$ cat src/rtl/variable_pkg.sv
// Shared game constants: HP limits, round state encoding and winner codes.
// Also carries the saturating HP subtract used when damage is applied.
package variable_pkg;

    localparam logic [6:0] HP_MAX_DEFAULT = 7'd100;

    typedef enum logic [1:0] {
        IDLE  = 2'd0,
        PLAY  = 2'd1,
        DRAIN = 2'd2,
        OVER  = 2'd3
    } hp_state_t;

    localparam logic [1:0] WIN_NONE = 2'b00;
    localparam logic [1:0] WIN_P1   = 2'b01;
    localparam logic [1:0] WIN_P2   = 2'b10;
    localparam logic [1:0] WIN_DRAW = 2'b11;

    // Damage at or above the remaining HP clamps to zero instead of wrapping.
    function automatic logic [6:0] sat_sub(input logic [6:0] hp, input logic [6:0] dmg);
        if (dmg >= hp) begin
            return 7'd0;
        end else begin
            return hp - dmg;
        end
    endfunction

endpackage

$ cat src/rtl/hp_drain.sv
// Displayed-HP register for one player: steps down toward the true HP by at
// most DRAIN_STEP per frame tick and never undershoots the target.
module hp_drain
    import variable_pkg::*;
#(
    parameter logic [6:0] HP_MAX     = HP_MAX_DEFAULT,
    parameter logic [6:0] DRAIN_STEP = 7'd1
) (
    input  logic       clk,
    input  logic       rst,
    input  logic       load,
    input  logic       tick,
    input  logic       enable,
    input  logic [6:0] tgt,
    output logic [6:0] hp
);

    logic [6:0] gap_s;
    logic [6:0] step_s;

    // Clip the step to the remaining gap so the last frame lands exactly on target.
    always_comb begin
        gap_s = hp - tgt;
        if (gap_s < DRAIN_STEP) begin
            step_s = gap_s;
        end else begin
            step_s = DRAIN_STEP;
        end
    end

    // Displayed value register.
    always_ff @(posedge clk or posedge rst) begin
        if (rst) begin
            hp <= HP_MAX;
        end else if (load) begin
            hp <= HP_MAX;
        end else if (enable && tick && (hp > tgt)) begin
            hp <= hp - step_s;
        end
    end

endmodule

$ cat src/rtl/hp_ctrl.sv
// Round controller: owns both players' true HP, the round FSM and the frame
// tick detector; one hp_drain per player produces the displayed HP.
module hp_ctrl
    import variable_pkg::*;
#(
    parameter logic [6:0] HP_MAX     = HP_MAX_DEFAULT,
    parameter logic [6:0] DRAIN_STEP = 7'd1
) (
    input  logic       clk60MHz,
    input  logic       rst,
    input  logic       new_game,
    input  logic       vblnk,
    input  logic       hit1_valid,
    input  logic [6:0] hit1_dmg,
    input  logic       hit2_valid,
    input  logic [6:0] hit2_dmg,
    output logic [6:0] hp_player1,
    output logic [6:0] hp_player2,
    output logic       game_over,
    output logic [1:0] winner
);

    hp_state_t  state_r;
    hp_state_t  next_state_s;
    logic [6:0] tgt_hp1_r;
    logic [6:0] tgt_hp2_r;
    logic [6:0] tgt_hp1_s;
    logic [6:0] tgt_hp2_s;
    logic       vblnk_d_r;
    logic       tick_s;
    logic       drain_en_s;
    logic       settled_s;
    logic       game_over_s;
    logic [1:0] winner_s;

    assign tick_s     = vblnk & ~vblnk_d_r;
    assign drain_en_s = (state_r == PLAY) || (state_r == DRAIN);
    assign settled_s  = (hp_player1 == tgt_hp1_r) && (hp_player2 == tgt_hp2_r);

    // Target update: only PLAY accepts damage, and new_game discards any hit.
    always_comb begin
        tgt_hp1_s = tgt_hp1_r;
        tgt_hp2_s = tgt_hp2_r;
        if (new_game) begin
            tgt_hp1_s = HP_MAX;
            tgt_hp2_s = HP_MAX;
        end else if (state_r == PLAY) begin
            if (hit1_valid) begin
                tgt_hp1_s = sat_sub(tgt_hp1_r, hit1_dmg);
            end else begin
                tgt_hp1_s = tgt_hp1_r;
            end
            if (hit2_valid) begin
                tgt_hp2_s = sat_sub(tgt_hp2_r, hit2_dmg);
            end else begin
                tgt_hp2_s = tgt_hp2_r;
            end
        end else begin
            tgt_hp1_s = tgt_hp1_r;
            tgt_hp2_s = tgt_hp2_r;
        end
    end

    // Next-state logic.
    always_comb begin
        next_state_s = state_r;
        if (new_game) begin
            next_state_s = PLAY;
        end else begin
            case (state_r)
                IDLE:    next_state_s = IDLE;
                PLAY:    next_state_s = ((tgt_hp1_s == 7'd0) || (tgt_hp2_s == 7'd0)) ? DRAIN : PLAY;
                DRAIN:   next_state_s = settled_s ? OVER : DRAIN;
                OVER:    next_state_s = OVER;
                default: next_state_s = IDLE;
            endcase
        end
    end

    // Output logic: winner is decided from the targets on the DRAIN->OVER edge.
    always_comb begin
        game_over_s = (next_state_s == OVER);
        winner_s    = winner;
        if (new_game) begin
            winner_s = WIN_NONE;
        end else if ((state_r == DRAIN) && (next_state_s == OVER)) begin
            if ((tgt_hp1_r == 7'd0) && (tgt_hp2_r == 7'd0)) begin
                winner_s = WIN_DRAW;
            end else if (tgt_hp1_r == 7'd0) begin
                winner_s = WIN_P2;
            end else if (tgt_hp2_r == 7'd0) begin
                winner_s = WIN_P1;
            end else begin
                winner_s = WIN_NONE;
            end
        end else begin
            winner_s = winner;
        end
    end

    // State, targets, tick history and registered round outputs.
    always_ff @(posedge clk60MHz or posedge rst) begin
        if (rst) begin
            state_r   <= IDLE;
            tgt_hp1_r <= HP_MAX;
            tgt_hp2_r <= HP_MAX;
            vblnk_d_r <= 1'b0;
            game_over <= 1'b0;
            winner    <= WIN_NONE;
        end else begin
            state_r   <= next_state_s;
            tgt_hp1_r <= tgt_hp1_s;
            tgt_hp2_r <= tgt_hp2_s;
            vblnk_d_r <= vblnk;
            game_over <= game_over_s;
            winner    <= winner_s;
        end
    end

    hp_drain #(.HP_MAX(HP_MAX), .DRAIN_STEP(DRAIN_STEP)) u_drain1 (
        .clk    (clk60MHz),
        .rst    (rst),
        .load   (new_game),
        .tick   (tick_s),
        .enable (drain_en_s),
        .tgt    (tgt_hp1_r),
        .hp     (hp_player1)
    );

    hp_drain #(.HP_MAX(HP_MAX), .DRAIN_STEP(DRAIN_STEP)) u_drain2 (
        .clk    (clk60MHz),
        .rst    (rst),
        .load   (new_game),
        .tick   (tick_s),
        .enable (drain_en_s),
        .tgt    (tgt_hp2_r),
        .hp     (hp_player2)
    );

endmodule
$ cat config.mk
export PLATFORM = sky130hd
export DESIGN_NAME = hp_ctrl
export DESIGN_NICKNAME = d
export VERILOG_FILES = /design/src/rtl/variable_pkg.sv /design/src/rtl/hp_drain.sv /design/src/rtl/hp_ctrl.sv
export SDC_FILE = /design/constraint.sdc
export NUM_CORES = 1
export LEC_CHECK = 0
export BUFFER_PORTS_ARGS = -buffer_cell sky130_fd_sc_hd__buf_2
export CAP_MARGIN = 20
export CORE_MARGIN = 2
export CORE_UTILIZATION = 55
export CTS_CLUSTER_DIAMETER = 150
export CTS_CLUSTER_SIZE = 14
export DETAILED_ROUTE_END_ITERATION = 12
export PLACE_DENSITY = 0.8
export SKIP_CTS_REPAIR_TIMING = 1
export SLEW_MARGIN = 20
export SYNTH_ARGS = -nofsm -noshare
export SYNTH_HDL_FRONTEND = slang
export SYNTH_HIERARCHICAL = 1
export SYNTH_SLANG_ARGS = --single-unit
$ cat constraint.sdc
create_clock -name clk60MHz -period 7 [get_ports clk60MHz]
set_input_delay 0.35 -clock clk60MHz [delete_from_list [all_inputs] [get_ports clk60MHz]]
set_output_delay 0.35 -clock clk60MHz [all_outputs]
set_load 0.02 [all_outputs]
Word-level counts from Yosys, hierarchy flattened
Cells that the tools add are included.
{"block": "classes", "add_sub_neg": 6, "n_lt_le_gt_ge": 6, "eq_ne": 6, "mux": 23, "bitwise_logic": 2, "reduce_logical": 16}
{"cell": "7-bit two-way mux", "n": 14}
{"cell": "7-bit subtractor", "n": 6}
{"cell": "7-bit zero test", "n": 4}
{"cell": "7-bit equality test", "n": 2}
{"cell": "7-bit >= comparator", "n": 2}
{"cell": "7-bit > comparator", "n": 2}
{"cell": "7-bit by 1-bit < comparator with 1-bit output, second input constant", "n": 2}
{"cell": "2-bit two-way mux", "n": 6}
{"cell": "2-bit one-hot mux with 4 select lines", "n": 1}
{"cell": "2-bit equality test, second input constant", "n": 3}
{"cell": "1-bit logical AND", "n": 6}
{"cell": "2-bit nonzero test", "n": 3}
{"cell": "2-bit by 1-bit equality test with 1-bit output, second input constant", "n": 1}
{"cell": "2-bit zero test", "n": 1}
{"cell": "1-bit logical OR", "n": 2}
{"cell": "1-bit two-way mux", "n": 2}
{"cell": "1-bit AND", "n": 1}
{"cell": "1-bit NOT", "n": 1}
{"block": "totals", "regBits": 34, "input_bits": 20, "output_inout_bits": 17}

Longest topological paths before layout
Gate-level depths: netlist (run 1).
{"block": "depth", "ltp_word": 14, "depth_mapped": 16, "ltp_nobuf": 16}

Hierarchy
Netlist (run 1), hierarchy kept.
{"module": "hp_ctrl", "instances": 1, "cells_each": 220, "area_each_um2": 1963.1, "seq_area_each_um2": 508.0}
{"module": "hp_drain", "instances": 2, "cells_each": 105, "area_each_um2": 877.1, "seq_area_each_um2": 178.9}

Worst setup path after synthesis (run 1)
Ideal clock, no wire load.
{"block": "synth_path", "path_kind": "reg2reg", "startpoint": "reg u_drain2.hp[0]", "endpoint": "reg u_drain2.hp[6]", "arrival_ns": 3.265, "path_slack_ns": 3.660, "stages_incl_launch_ff": 17, "synth_period_minus_slack_ns": 3.340, "path_cell_list": "dfrtp_1 inv_1 ha_1 fa_1 nand2b_1 o221ai_1 a21oi_1 xnor2_1 or4_1 ha_1 inv_1 fa_1 a21o_1 a21oi_1 o21bai_1 a211oi_2 mux2i_1"}
{"block": "synth_via", "elab_chain_cells": 6}
{"item": "start, declared", "line": "hp_drain.sv:15", "text": "output logic [6:0] hp"}
{"item": "start signal, assigned", "line": "hp_drain.sv:38", "text": "hp <= hp - step_s;"}
{"item": "7-bit subtractor", "line": "hp_drain.sv:23", "text": "gap_s = hp - tgt;"}
{"item": "7-bit by 1-bit < comparator with 1-bit output", "line": "hp_drain.sv:24", "text": "if (gap_s < DRAIN_STEP) begin"}
{"item": "7-bit two-way mux", "line": "hp_drain.sv:24"}
{"item": "7-bit subtractor", "line": "hp_drain.sv:38"}
{"item": "7-bit two-way mux", "line": "hp_drain.sv:37", "text": "end else if (enable && tick && (hp > tgt)) begin"}
{"item": "7-bit two-way mux", "line": "hp_drain.sv:35", "text": "end else if (load) begin"}
Parallel ways exist; a longest one is shown, timed or not. The select of a mux whose other input is x is not followed.
A chain may end at the register's enable or synchronous reset.

Worst setup path in the final report (run 1)
{"block": "layout_path", "startpoint": "reg tgt_hp2_r[2]", "endpoint": "reg u_drain2.hp[6]"}
{"block": "layout_via", "elab_chain_cells": 6}
{"item": "start, declared", "line": "hp_ctrl.sv:26", "text": "logic [6:0] tgt_hp2_r;"}
{"item": "start signal, assigned", "line": "hp_ctrl.sv:113", "text": "tgt_hp2_r <= tgt_hp2_s;"}
{"item": "7-bit subtractor", "line": "hp_drain.sv:23"}
{"item": "7-bit by 1-bit < comparator with 1-bit output", "line": "hp_drain.sv:24"}
{"item": "7-bit two-way mux", "line": "hp_drain.sv:24"}
{"item": "7-bit subtractor", "line": "hp_drain.sv:38"}
{"item": "7-bit two-way mux", "line": "hp_drain.sv:37"}
{"item": "7-bit two-way mux", "line": "hp_drain.sv:35"}
Parallel ways exist; a longest one is shown, timed or not. The select of a mux whose other input is x is not followed.

==> impl_summary.md, run 1 <==
Global routing
Entering global routing, the biggest net connects 41 pins. The global-route wire length before repair is 14900 µm. The via count of the first global-routing pass is 3268. The overflow left after global routing is 0.

The initial antenna violation count is 0. In the global route stage, overall resource usage came out at 24.7%.

CTS
The H-tree generated during clock tree synthesis spans 2 levels. Clock-pin slew was measured on the worst setup and hold paths at 0.06 ns. The number of buffers on the longest clock path is 2.

TritonCTS built the clock tree. The clock sink total is 34. CTS placed an instance of sky130_fd_sc_hd__clkbuf_8 at the clock tree root. Counting the buffers created by CTS gives 5. The insertion delay of the later-clocked pin in the worst-skew pair is 0.28 ns.

Synthesis
For this run, the number of Yosys warnings is 6. Synthesis produced 430 cells. The synthesized design contains 0 enable-type register cells. The synthesized netlist contains 65 unique library cells. Counting flops with an async set or reset pin after synthesis yields a share of 100%. The cell area that synthesis handed to floorplanning was 0.00372 mm².

The fraction of the yosys area taken by sequential cells is 23.3%. Counting flops and latches in the post-synthesis netlist gives 34. Among all flip-flop cells after synthesis, the most frequent one is sky130_fd_sc_hd__dfrtp_1.

A synthesized cell averages 8.64 µm².

Floorplan
The placeable core region is 0.00646 mm². In this run the vertical extent of the chip is 86.2 µm. For this configuration, the core starts out at a cell density of 57.6%. The cell row count is 29.

The x dimension of the die is 86.2 µm. For this design the top-level I/O count stands at 37. The area enclosed by the die boundary is 0.00743 mm².

Placed design
Buffers placed on the I/O ports in this run total 36. After legalization and detailed placement, the total HPWL measured 6720 µm. At the end of routability-driven placement, the weighted congestion stood at 0.958.

Route
In this run, the number of DRC markers left after iteration 0 of detailed routing was 154. The routed wirelength normalized by instance count is 15.4 µm. The number of DRC violations after detailed routing is 0. The first-pass iteration count of the detailed router is 5. The total wirelength of the detailed-routed design is 8470 µm.

Summing over every cut layer, the via total after detailed routing is 3237. The average via count per standard cell is 5.90. The count of antenna-violating nets left after detailed routing is 0.

Power
Across the VDD grid, the largest voltage drop is 158 µV. The power density over the cells is 319 mW/mm². Summed over all cells, the static leakage comes to 1.92 nW. After layout, the design draws a total of 0.00129 W.

Worst setup path
The end of the critical path is u_drain2/hp[6]$_DFFE_PP1P_. The required time of the critical path is 7.21 ns. The cell with the largest stage delay on the worst path is sky130_fd_sc_hd__dfstp_2.

Data on the critical path arrives at its endpoint at 3.76 ns. The type of the setup path with the least slack is flop to flop. The largest fanout of any net on the critical path is 5. The reg-to-reg startpoint is tgt_hp2_r[2]$_DFF_PP1_.

The worst register-to-register path ends at u_drain2/hp[6]$_DFFE_PP1P_. The category of cells accounting for the largest share of critical-path delay is compound AO/OA/AOI/OAI gates. The worst reg-to-reg path cell count is 15.

STA classifies the critical path endpoint as a flop. The largest stage delay on the critical path is 0.58 ns. The number of buffers and inverters on the critical path is 2. The critical path goes through inv_1 > ha_1 > o21ai_1 > a21oi_2 > o31a_2 > nor3_1 > or4_1 > ha_1 > inv_1 > fa_1 > a21o_1 > a21oi_1 > o21bai_1 > a211oi_2 > mux2i_1. The start point of the critical path is tgt_hp2_r[2]$_DFF_PP1_. The flop-to-flop setup slack is 3.45 ns. The worst setup path is launched from a flop. The critical path crosses 15 cells after its start point.

Timing
The worst clock skew is 0.00222 ns. The worst slew slack as a fraction of its limit is 39.5%. The hold violation count in the final report is 0. The final critical delay including setup and external delays is 3.55 ns.

For the final routed database, the setup TNS stands at 0 ns. Setup violations remaining at the end of the flow were counted as 0. The highest achievable clock rate is 282 MHz. The max-slew violation count is 0. The slew at the pin closest to its max-slew limit is 0.905 ns. The final critical path takes up 50.7% of the cycle. Setup repair after global routing left no endpoint under its margin.

Finish
From synthesis to final layout, the design area changed by 8.85%. The net count of the finished layout is 544. Cells with a size suffix above 1 make up 16.5% of the layout. The repair_antennas step left the layout with diodes totalling 0. The final design utilization is 62.7%.

Flow run
The count of max-cap constraint violations is 0.

Status
The flow ran to the end, and the final reports show no timing, DRC or antenna violations.

Hold path
The tightest min-delay check is of the input pin to async pin type.
[power by group]
group | switching, W | internal (W) | leakage (nW)
registers | 0.0000631 | 0.000245 | 0.425
clock network | 0.0000649 | 0.0000757 | 0.0431
logic | 0.000468 | 0.000373 | 1.45
total | 0.000596 | 0.000693 | 1.92
[area by class of cell]
class / instances / area (µm²)
Clock buffer: 6 / 82.6
Fill cell: 561 / 2410
Inverter: 51 / 191
Multi-Input combinational cell: 345 / 2630
Sequential cell: 34 / 866
Tap cell: 77 / 96.3
Timing Repair Buffer: 36 / 180
[worst reg2reg max path, delay by kind of cell (launching register included)]
family	cells	cell delay, ns
buffers and inverters	2	0.12
and+or+nand+nor	2	0.30
muxes	1	0.20
adders and majority gates	3	0.96
AOI/OAI and AO/OA	7	1.31
DFF	1	0.58
[synthesized netlist by cell type, types with 6 or more instances]
cell | instances | area, µm²
sky130_fd_sc_hd__nand3_1 | 6 | 30.0
sky130_fd_sc_hd__nor2b_1 | 12 | 75.1
sky130_fd_sc_hd__a21oi_1 | 27 | 135
sky130_fd_sc_hd__inv_1 | 51 | 191
sky130_fd_sc_hd__xnor2_1 | 25 | 219
sky130_fd_sc_hd__fa_1 | 6 | 120
sky130_fd_sc_hd__dfrtp_1 | 22 | 551
sky130_fd_sc_hd__nand2_1 | 9 | 33.8
sky130_fd_sc_hd__nand4_1 | 7 | 43.8
sky130_fd_sc_hd__o21bai_1 | 6 | 45.0
sky130_fd_sc_hd__a21oi_2 | 6 | 52.6
sky130_fd_sc_hd__nor2_1 | 46 | 173
sky130_fd_sc_hd__nor4_1 | 6 | 37.5
sky130_fd_sc_hd__nand2b_1 | 6 | 37.5
sky130_fd_sc_hd__o21a_1 | 10 | 75.1
sky130_fd_sc_hd__a211oi_1 | 6 | 45.0
sky130_fd_sc_hd__mux2i_1 | 9 | 90.1
sky130_fd_sc_hd__ha_1 | 45 | 563
sky130_fd_sc_hd__dfstp_2 | 12 | 315
sky130_fd_sc_hd__nor3_1 | 14 | 70.1
sky130_fd_sc_hd__o21ai_0 | 11 | 55.1
[sequential cells by signal (all words and copies together) (netlist names)]
| signal | cells |
|---|---|
| game_over | 1 |
| state_r | 2 |
| tgt_hp1_r | 7 |
| tgt_hp2_r | 7 |
| u_drain1/hp | 7 |
| u_drain2/hp | 7 |
| vblnk_d_r | 1 |
| winner | 2 |
[per-layer routing]
metal | vias up | track usage, % | wire, µm
met5 | - | 0 | 0
met2 | 87 | 43.3 | 4100
met4 | 0 | 8.10 | 167
met1 | 1527 | 31.5 | 3840
met3 | 18 | 3.43 | 367
li1 | 1605 | - | -
[logic make-up (layout without fill, tap and decap cells)]
kind of cell / Yosys count / count (layout) / synth area share, %
AOI/OAI and AO/OA: 114 / 114 / 23.1
xor gates and xnor gates: 30 / 30 / 7.07
adders and majority gates: 51 / 51 / 18.4
buffers and inverters: 61 / 93 / 6.97
DFF: 34 / 34 / 23.3
muxes: 9 / 9 / 2.42
other: 2 / 12 / 0.202
and+or+nand+nor: 129 / 129 / 18.6
[through the flow]
step	hold WS (ns)	worst slack (ns)	std cells	instance area, µm²
CTS	0.00284	3.47	549	4050
global placement	0.306	3.65	543	3960
floorplan	0.151	3.66	440	3750
global route	0.0281	3.16	549	4050
detailed placement	0.308	3.47	543	3960
finish	0.000735	3.45	549	4050
[worst min path at each step]
stage	slack (ns)	start	end	depth (start not counted)
finish	0.0007	rst	u_drain2/hp[4]$_DFFE_PP0P_	2
global route	0.03	rst	u_drain1/hp[3]$_DFFE_PP0P_	2
CTS	0.003	rst	u_drain2/hp[4]$_DFFE_PP0P_	2
detailed placement	0.31	rst	u_drain2/hp[4]$_DFFE_PP0P_	2
global placement	0.31	rst	u_drain2/hp[4]$_DFFE_PP0P_	2
floorplan	0.15	rst	u_drain1/hp[0]$_DFFE_PP0P_	1
[layout by cell type, fill, tap and decap left out, drive strengths merged, types with 3 or more instances in the layout]
cell type and n:
nand2b 6, xor2 5, nand3 6, nor2b 12, and2b 4, nand2 9, dfstp 12, or4 3
o21bai 6, nor4 7, or2 5, a21oi 33, o21ai 14, o211ai 3, a221o 3, a211oi 9
conb 12, a21o 6, nor2 48, inv 51, xnor2 25, a211o 3, buf 36, a22oi 3
nor3 14, o21a 10, clkbuf 6, dfrtp 22, mux2i 9, fa 6, nand4 7, nor3b 4
ha 45, o31a 5
(Power assumes the default switching activity.)
==> run 2, diff against run 1 <==
ABC_AREA = 1   (was unset)
PLACE_DENSITY = 0.83   (was 0.8)
clock period = 3.2 ns   (was 7 ns; I/O delays follow)
==> impl_summary.md, run 2 <==
Status
The flow ran to the end, and the final reports show no timing, DRC or antenna violations.

Floorplan
The total I/O pin count is 37 (unchanged). The die height is 90.2 µm (+4.6%). The cell row count is 31 (+6.9%).

The x dimension of the die is 90.2 µm (+4.6%). The placeable core region is 0.00721 mm² (+12%). The area enclosed by the die boundary was 0.00813 mm² (+9.4%).

The effective utilization at floorplan is 56.6% (-0.96 points).

Route
The first-pass iteration count of the detailed router is 5 (unchanged). The routed via count came to 4057 (+25%). The routed wirelength normalized by instance count is 12.5 µm (-19%). The total wirelength of the detailed-routed design was 9740 µm (+15%). The count of antenna-violating nets left after detailed routing came to 0 (unchanged). The number of DRC violations after detailed-routing iteration 0 is 248 (+61%). The number of DRC violations after detailed routing is 0 (unchanged). The average via count per standard cell came to 5.19 (-12%).

Timing
The max-slew violation count is 0 (unchanged). The final critical-path share of the clock period came to 89.3% (+39 points). The hold violation count in the final report is 0 (unchanged).

The aggregate negative setup slack is 0 ns (unchanged). The worst slew slack as a fraction of its limit is 48.6% (+9.1 points). The final critical delay including setup and external delays came to 2.86 ns (-0.693 ns). The highest achievable clock rate was 350 MHz (+24%).

The number of failing setup endpoints in the final timing report is 0 (unchanged). The slew at the pin closest to its max-slew limit came to 0.770 ns (-0.136 ns). Setup repair after global routing left no endpoint under its margin. The worst clock skew is 0.00520 ns (+0.00298 ns).

Placed design
The routability-driven placement congestion ratio is 0.888 (-7.3%). The cell area after placement is 0.00443 mm² (+12%). The number of input and output port buffers inserted was 36 (unchanged). The detailed-placement wirelength estimate is 7850 µm (+17%).

Finish
The net count of the finished layout is 753 (+38%). In the layout the commonest cells are 187 x sky130_fd_sc_hd__nand2_1, 115 x sky130_fd_sc_hd__inv_1, 55 x sky130_fd_sc_hd__nand3_1, 50 x sky130_fd_sc_hd__nor2_1, 45 x sky130_fd_sc_hd__ha_1. The layout-stage area growth over the synthesis result is 11.3%. Leaving out fill and tap cells, the most frequent cell in the layout is sky130_fd_sc_hd__nand2_1. The final design utilization is 63.0% (+0.34 points). The design area is 0.00454 mm² (+12%). The fraction of final layout cells with drive strength greater than 1 came to 16.1% (-0.42 points).

The total inserted antenna cells is 0 (unchanged).

Power
The power density over the cells came to 840 mW/mm² (+160%). The cell leakage power was 2.68 nW (+40%). The largest voltage drop on the vdd net came to 608 µV (+290%).

Global routing
The overflow left after global routing was 0 (unchanged). The global-route usage over all layers is 25.3% (+0.65 points). The via count of the first global-routing pass is 3906 (+20%).

The largest net degree at the start of global routing came to 24 (-41%). The initial antenna violation count is 0 (unchanged). The global-route wire length before repair is 17100 µm (+15%).

Worst setup path
The signal on the critical path passes through inv_1 > ha_1 > fa_1 > nand3b_1 > nand2_1 > nand2_1 > nand3b_1 > nand2_1 > nand3_1 > ha_1 > inv_1 > fa_1 > nand3_1 > nand3b_1 > nand2_1 > nor2_1 > nand2_1 > nand2_1. By startpoint and endpoint, the worst setup path is classified as flop to flop. The data arrival time of the worst path was 3.03 ns (-0.73 ns). The worst setup path is captured at a flop. The buffer and inverter count on the worst path is 2 (unchanged). The flop-to-flop setup slack was 0.34 ns (-3.11 ns).

The largest stage delay on the critical path came to 0.42 ns (-0.16 ns). The cell with the largest stage delay on the worst path is sky130_fd_sc_hd__dfrtp_1. The category of cells accounting for the largest share of critical-path delay is adder cells.

The cell that appears most often on the critical path is sky130_fd_sc_hd__nand2_1. The required time of the critical path is 3.38 ns (-3.83 ns). The largest fanout of any net on the critical path came to 5 (unchanged). STA classifies the critical path startpoint as a flop.

Synthesis
The primary flip-flop cell chosen by synthesis mapping is sky130_fd_sc_hd__dfrtp_1. The post-synthesis compound-gate area fraction is 6.83% (-16 points). The number of instances in the synthesized netlist was 629 (+46%). The number of register bits inferred by synthesis was 34 (unchanged). The biggest area contributor in the post-synthesis netlist is sky130_fd_sc_hd__nand2_1. The share of the synthesized area in the top cell type is 17.2% (+2.0 points).

The post-synth design cell area is 0.00408 mm² (+9.8%). The fraction of the yosys area taken by sequential cells is 21.2% (-2.1 points). The number of library cell types mapped by synthesis is 40 (-38%).

The post-synthesis adder-cell area fraction is 16.7% (-1.6 points). The post-synthesis async set-or-reset flop share came to 100% (unchanged). The basic-gate share of the synthesized area counting and, or, nand and nor cells is 40.5% (+22 points). The multiplexer fraction of the synthesized cell area is 0% (-2.4 points). In the post-synthesis netlist, the cell with the most instances is sky130_fd_sc_hd__nand2_1. By area the synthesized netlist is led by sky130_fd_sc_hd__nand2_1 17%, sky130_fd_sc_hd__ha_1 14%, sky130_fd_sc_hd__dfrtp_1 13%, sky130_fd_sc_hd__inv_1 11%, sky130_fd_sc_hd__dfstp_2 7.7%. The per-instance average area after synthesis came to 6.49 µm² (-25%).

The number of synthesized flops with an enable pin is 0 (unchanged). The combinational family with the most area after synthesis is simple AND/OR/NAND/NOR gates. Sorting the synthesized cells by how often they occur yields 187 x sky130_fd_sc_hd__nand2_1, 115 x sky130_fd_sc_hd__inv_1, 55 x sky130_fd_sc_hd__nand3_1.

The xor and xnor fraction of the mapped netlist area is 2.57% (-4.5 points). The Yosys warning count was 6 (unchanged).

CTS
The insertion delay of the later-clocked pin in the worst-skew pair is 0.29 ns (about the same). TritonCTS built the clock tree. The clock transition time at the flip-flop clock pins of the worst setup and hold paths is 0.06 ns (about the same). The cell at the root of the clock tree is sky130_fd_sc_hd__clkbuf_8.

The number of buffers on the longest clock path came to 2 (unchanged). The count of H-tree levels built during CTS was 2 (unchanged). The clock sink total was 34 (unchanged). The number of buffers inserted during clock tree synthesis came to 5 (unchanged).

Hold path
The worst hold path belongs to the class input pin to flop.

Flow run
The count of max-cap constraint violations is 0 (unchanged).
==> run 2: cell count changes after synthesis, sizes merged, moves of 10 or more <==
cell and delta:
nor3 -13, nor2b -12, inv +71, nand3b +11
nand2 +203, o21a -10, nand3 +50, xnor2 -16
==> run 2: final timing paths <==
check | to | depth (start not counted) | from
hold / removal | vblnk_d_r$_DFF_PP0_ | 1 | vblnk
setup reg to reg | u_drain1/hp[4]$_DFFE_PP0P_ | 18 | u_drain1/hp[0]$_DFFE_PP0P_
max in group asynchronous | tgt_hp2_r[1]$_DFF_PP0_ | 3 | rst
min in group asynchronous | u_drain1/hp[1]$_DFFE_PP0P_ | 3 | rst
hold reg to reg | winner[1]$_DFFE_PP0P_ | 2 | winner[1]$_DFFE_PP0P_
setup / recovery | u_drain1/hp[4]$_DFFE_PP0P_ | 18 | u_drain1/hp[0]$_DFFE_PP0P_
==> run 2: final cells by class <==
class                           instances  area (µm²)
Timing Repair Buffer                   40         213
Multi-Input combinational cell        476        2770
Inverter                              125         469
Clock buffer                            7        76.3
Fill cell                             683        2670
Clock inverter                          1        30.0
Tap cell                               99         124
Sequential cell                        34         866
==> run 2: cells by family after synthesis <==
family / after synthesis
flops: 34
other cells: 2
xor+xnor: 12
buf+inv: 129
simple gates: 357
compound gates: 44
fa+ha+maj: 51
==> run 2: where the power goes <==
part           total, W  internal, W  switching [W]
clock          0.000384     0.000233       0.000151
combinational   0.00261     0.000988        0.00162
sequential     0.000826     0.000595       0.000232
total           0.00382      0.00182        0.00200
==> run 2: per-layer routing <==
layer / up-vias / part of all wire, % / wire [µm] / track usage [%]
met5: - / 0 / 0 / 0
met1: 1851 / 43 / 4180 / 31.3
met3: 16 / 4.9 / 480 / 1.59
li1: 2073 / - / - / -
met2: 117 / 50 / 4880 / 47.1
met4: 0 / 2.1 / 201 / 7.95
==> run 2: worst register-to-register path, cell delays in order, from the launching register on <==
cell and delay, ns:
sky130_fd_sc_hd__dfrtp_1 0.42, sky130_fd_sc_hd__inv_1 0.09, sky130_fd_sc_hd__ha_1 0.22, sky130_fd_sc_hd__fa_1 0.41, sky130_fd_sc_hd__nand3b_1 0.20, sky130_fd_sc_hd__nand2_1 0.10, sky130_fd_sc_hd__nand2_1 0.07, sky130_fd_sc_hd__nand3b_1 0.08
sky130_fd_sc_hd__nand2_1 0.05, sky130_fd_sc_hd__nand3_1 0.07, sky130_fd_sc_hd__ha_1 0.13, sky130_fd_sc_hd__inv_1 0.07, sky130_fd_sc_hd__fa_1 0.42, sky130_fd_sc_hd__nand3_1 0.11, sky130_fd_sc_hd__nand3b_1 0.08, sky130_fd_sc_hd__nand2_1 0.07
sky130_fd_sc_hd__nor2_1 0.04, sky130_fd_sc_hd__nand2_1 0.08, sky130_fd_sc_hd__nand2_1 0.05
==> run 2: metrics by stage <==
| step | worst slack, ns | instances | hold slack (ns) | power (W) |
|---|---|---|---|---|
| after CTS | 0.337 | 781 | -0.201 | 0.00381 |
| final | 0.342 | 782 | 0.0114 | 0.00382 |
| after floorplan | 0.467 | 639 | -0.0388 | 0.00282 |
| after global placement | 0.471 | 773 | 0.116 | 0.00332 |
| after detailed placement | 0.354 | 773 | 0.109 | 0.00341 |
| after global routing | 0.0495 | 782 | 0.0177 | 0.00424 |
